--- config.mk ---
export PLATFORM = sky130hd
export DESIGN_NAME = rename_reg_file
export DESIGN_NICKNAME = d
export VERILOG_FILES = /design/src/rtl/rename_reg_file.sv
export SDC_FILE = /design/constraint.sdc
export NUM_CORES = 2
export LEC_CHECK = 0
export BUFFER_PORTS_ARGS = -buffer_cell sky130_fd_sc_hd__buf_2
export CAP_MARGIN = 30
export CORE_ASPECT_RATIO = 1.1
export CORE_MARGIN = 2
export CORE_UTILIZATION = 59
export CTS_CLUSTER_DIAMETER = 200
export DETAILED_ROUTE_END_ITERATION = 8
export PLACE_DENSITY = 0.76
export SKIP_LAST_GASP = 1
export SLEW_MARGIN = 20
export SYNTH_ARGS = -nofsm -noshare
export SYNTH_HDL_FRONTEND = slang
export SYNTH_SLANG_ARGS = --single-unit
--- constraint.sdc ---
create_clock -name clk_in -period 114.2 [get_ports clk_in]
set_input_delay 17.13 -clock clk_in [delete_from_list [all_inputs] [get_ports clk_in]]
set_output_delay 17.13 -clock clk_in [all_outputs]
set_load 0.005 [all_outputs]
--- src/rtl/rename_reg_file.sv ---
// rtl/rename_reg_file.sv - 32x32 architectural register file with ROB rename tags
// Optional commit-to-lookup bypass is enabled by defining REGFILE_COMMIT_BYPASS_EN.
module rename_reg_file #(
    parameter int ROB_WIDTH_BIT = 5
) (
    input  logic                     clk_in,
    input  logic                     rst_in,
    input  logic                     rdy_in,
    input  logic                     clear_flag,
    input  logic [4:0]               write_reg_id,
    input  logic [31:0]              write_val,
    input  logic [ROB_WIDTH_BIT-1:0] write_ROB_id,
    input  logic [4:0]               new_reg_id,
    input  logic [ROB_WIDTH_BIT-1:0] new_ROB_id,
    input  logic [4:0]               dec_rs1,
    input  logic [4:0]               dec_rs2,
    output logic                     rs1_ready,
    output logic [31:0]              rs1_val,
    output logic [ROB_WIDTH_BIT-1:0] rs1_dep,
    output logic                     rs2_ready,
    output logic [31:0]              rs2_val,
    output logic [ROB_WIDTH_BIT-1:0] rs2_dep,
    output logic [ROB_WIDTH_BIT-1:0] rob_rs1_id,
    input  logic                     rob_rs1_ready,
    input  logic [31:0]              rob_rs1_val,
    output logic [ROB_WIDTH_BIT-1:0] rob_rs2_id,
    input  logic                     rob_rs2_ready,
    input  logic [31:0]              rob_rs2_val
);

    typedef struct packed {
        logic                     ready;
        logic [31:0]              val;
        logic [ROB_WIDTH_BIT-1:0] dep;
        logic [ROB_WIDTH_BIT-1:0] rob_id;
    } lookup_t;

    logic [31:0]              val_q  [32];
    logic                     busy_q [32];
    logic [ROB_WIDTH_BIT-1:0] tag_q  [32];

    // Entry 0 is never written after reset, so x0 stays zero and idle.
    always_ff @(posedge clk_in or posedge rst_in) begin
        if (rst_in) begin
            for (int i = 0; i < 32; i++) begin
                val_q[i]  <= '0;
                busy_q[i] <= 1'b0;
                tag_q[i]  <= '0;
            end
        end else if (rdy_in) begin
            if (write_reg_id != 5'd0) begin
                val_q[write_reg_id] <= write_val;
                if (tag_q[write_reg_id] == write_ROB_id)
                    busy_q[write_reg_id] <= 1'b0;
            end
            if (clear_flag) begin
                for (int i = 0; i < 32; i++) begin
                    busy_q[i] <= 1'b0;
                    tag_q[i]  <= '0;
                end
            end else if (new_reg_id != 5'd0) begin
                // Issued after the commit update so a same-register allocation wins.
                busy_q[new_reg_id] <= 1'b1;
                tag_q[new_reg_id]  <= new_ROB_id;
            end
        end
    end

    function automatic lookup_t lookup(
        input logic [4:0]               rs,
        input logic                     busy,
        input logic [31:0]              v,
        input logic [ROB_WIDTH_BIT-1:0] t,
        input logic                     rob_ready,
        input logic [31:0]              rob_val
    );
        lookup_t l;
        logic    bypass_hit;
        l          = '0;
        l.ready    = 1'b1;
        bypass_hit = 1'b0;
`ifdef REGFILE_COMMIT_BYPASS_EN
        bypass_hit = (write_reg_id == rs) && (t == write_ROB_id);
`endif
        if (rs == 5'd0) begin
            l.val = '0;
        end else if (!busy) begin
            l.val = v;
        end else if (bypass_hit) begin
            l.val = write_val;
        end else begin
            l.rob_id = t;
            if (rob_ready) begin
                l.val = rob_val;
            end else begin
                l.ready = 1'b0;
                l.dep   = t;
            end
        end
        return l;
    endfunction

    lookup_t lk1, lk2;

    always_comb begin
        lk1 = lookup(dec_rs1, busy_q[dec_rs1], val_q[dec_rs1], tag_q[dec_rs1],
                     rob_rs1_ready, rob_rs1_val);
        lk2 = lookup(dec_rs2, busy_q[dec_rs2], val_q[dec_rs2], tag_q[dec_rs2],
                     rob_rs2_ready, rob_rs2_val);
    end

    assign rs1_ready  = lk1.ready;
    assign rs1_val    = lk1.val;
    assign rs1_dep    = lk1.dep;
    assign rob_rs1_id = lk1.rob_id;
    assign rs2_ready  = lk2.ready;
    assign rs2_val    = lk2.val;
    assign rs2_dep    = lk2.dep;
    assign rob_rs2_id = lk2.rob_id;

endmodule

==> impl_metrics.ini <==
[status]
status = completed

[logic_synthesis]
synth_area_sq_um = 66630
yosysTopAreaCell = dfrtp_1
yosysWarnings = 0
seq_area_frac_synth = 0.4567
post_synth.cell_area_avg_sq_um = 15.02
synth.distinct_cells = 45
synthCells = 4436
synth_edf_count = 0
synth_area_leaders = dfrtp_1 (46%), mux4_2 (26%), mux2_2 (17%)
syn_nets = 4568
ys_ff_latch = 1216
yosysMostFrequentCell = dfrtp_1
yosysTopAreaCellShare = 0.4567
yosys-top-cells-count = dfrtp_1 (1216), mux2_2 (1005), mux4_2 (764)
synth_ff_type = dfrtp_1
async_flop_share = 1.000

[sta]
slew_headroom = 0.2429
whs_ns = 0.3959
tns_ns = 0
period_needed_ns = 39.04
tightest_slew_ns = 1.127
clock_skew_ns = 0.02208
rsz0062_at_grt = false
setup_viol = 0
fin_crit_sh = 0.3419
slew_viol_final = 0
fmax_ghz = 0.02561
hold_violations = 0

[drt]
viasPerCell = 7.167
first_pass_iters = 5
finalWirelength_mm = 193.1
drt.antenna.violating_nets = 0
drcViolationCount = 0
drt-initial-drc-count = 4836
vias = 42910
wl_per_cell_microns = 32.26

[grt]
grt_usage = 0.3392
grt_max_degree = 180
grt_pass1_wl_mm = 290.2
first_global_vias = 43900
antenna_found_initial = 10
grt-ovfl-total = 0

[layout]
utilization = 0.6521
design_area_sq_um = 73150
stdcell_count = 5987
nets = 4501
area_growth_syn_to_layout_pct = 9.774
drive_above_1_share = 0.5207
fillers = 7893

[clock_network]
clkSinkCount = 1216
post_cts_resized = 0
post-cts-setup-buffers = 0
clk_latency_ns = 0.74
clk_pin_slew_ns = 0.06
cts-root-buf = clkbuf_16
cts_max_path_buffers = 3
h-tree-depth = 3
tritoncts = yes
ctsHoldBuffers = 0
numCtsBuffers = 121

[placement]
place_inst = 5740
port_buffers = 217
place_area_sq_um = 68720
place.gp.congestion = 0.9461
hpwl_mm = 109.9

[floorplan]
start_util = 0.5940
fp.coreArea_sq_um = 112200
ios = 218
die_x_microns = 324.4
die_y_microns = 356.5
die_area_sq_um = 115600
std_cell_rows = 129

[pwr]
power.density_nw_per_um2 = 16.56
leakagePower_nw = 31.23
irDropWorstVdd_mv = 0.01204

[critical_path]
crit_buf_inv = 4
crit_chain = buf_8 > buf_4 > mux4_2 > mux4_2 > mux2i_4 > or2_1 > nor2_4 > buf_4 > nand2_1 > o21ai_1 > buf_2
cp-start-kind = primary input
critical-path-top-delay-family = buffers and inverters
max_stage_delay_ns = 0.85
required_ns = 97.07
worstPathMaxFanout = 83
crit_arrival_ns = 21.91
slowest_stage = buf_4
endpoint_kind = output port
path_class = in -> out

[job]
cap_violations = 0

[worst_hold_path]
hold_class = reg -> reg
## through the flow
stage          worst slack, ns  power (mW)
6_report                 75.16       1.212
3_3_place_gp             75.03      0.7849
5_1_grt                  74.94       1.258
4_1_cts                  75.17       1.212
2_1_floorplan            62.81      0.7327
3_5_place_dp             75.18      0.7988
## logic make-up after synthesis
logic type | count (synthesis) | share of synthesized area
and+or+nand+nor | 468 | 0.03496
muxes | 1905 | 0.4487
xor gates and xnor gates | 5 | 0.0006572
buffers and inverters | 510 | 0.03280
AOI/OAI and AO/OA | 332 | 0.02621
DFF | 1216 | 0.4567
## where the power goes
part | leakage [nW] | internal [mW] | total [mW] | switching, mW
Combinational | 13.4 | 0.148 | 0.242 | 0.0941
Sequential | 15.8 | 0.501 | 0.553 | 0.0518
Clock | 2.04 | 0.240 | 0.416 | 0.176
## sequential cells by signal, summed over array words and instances, names as in the netlist
register,cells
tag_q,160
val_q,1024
busy_q,32
## cell usage in the layout, fill, tap and decap left out, types with 5 or more instances in the layout
cell type / instances
diode_2: 8
nor4_1: 20
nor2b_1: 5
nand2_1: 115
o22ai_1: 40
dfrtp_1: 1216
buf_12: 18
and2_1: 14
clkinv_2: 29
a21oi_1: 68
clkbuf_8: 32
nor2_4: 12
mux2i_1: 135
buf_4: 62
mux4_2: 764
nand3b_1: 16
bufinv_16: 11
buf_6: 6
clkinvlp_4: 6
a22oi_1: 7
inv_1: 7
mux2_2: 1005
nand2_4: 13
nor2_1: 50
buf_8: 9
o21ai_1: 51
buf_16: 10
clkbuf_1: 22
o21ai_0: 158
nand3_1: 159
clkbuf_16: 121
buf_2: 206
nor3_1: 15
## final cells by class
class	instances	area [sq um]	share of cell area
Multi-Input combinational cell	2710	34310	0.4691
Sequential cell	1216	30430	0.4160
Clock buffer	175	3551	0.04855
Timing Repair Buffer	311	2335	0.03192
Tap cell	1506	1884	0.02576
Clock inverter	52	573.1	0.007834
Inverter	9	41.29	0.0005645
Antenna cell	8	20.02	0.0002737
## routing by layer
layer  wire length (microns)  GRT usage  vias to the layer above
met5                      53          0                        -
met4                    9447     0.1591                        6
met3                   19040    0.08140                      516
met2                   90910     0.5201                     2256
met1                   73680     0.4651                    22980
li1                        -          -                    17150
## worst paths after layout
kind                                      endpoint  depth (start not counted)                     from  slack, ns
min                        val_q[1016]$_DFFE_PP0P_                          0  val_q[1016]$_DFFE_PP0P_       0.40
max in group asynchronous   val_q[125]$_DFFE_PP0P_                          7                   rst_in      94.26
max                                    rs2_val[16]                         11               dec_rs2[1]      75.16
max reg2reg                  busy_q[2]$_DFFE_PP0P_                          8   tag_q[142]$_DFFE_PP0P_     111.33
min in group asynchronous   val_q[293]$_DFFE_PP0P_                          2                   rst_in      16.52
min reg2reg                val_q[1016]$_DFFE_PP0P_                          0  val_q[1016]$_DFFE_PP0P_       0.40
Power figures use the tool's default switching activity.
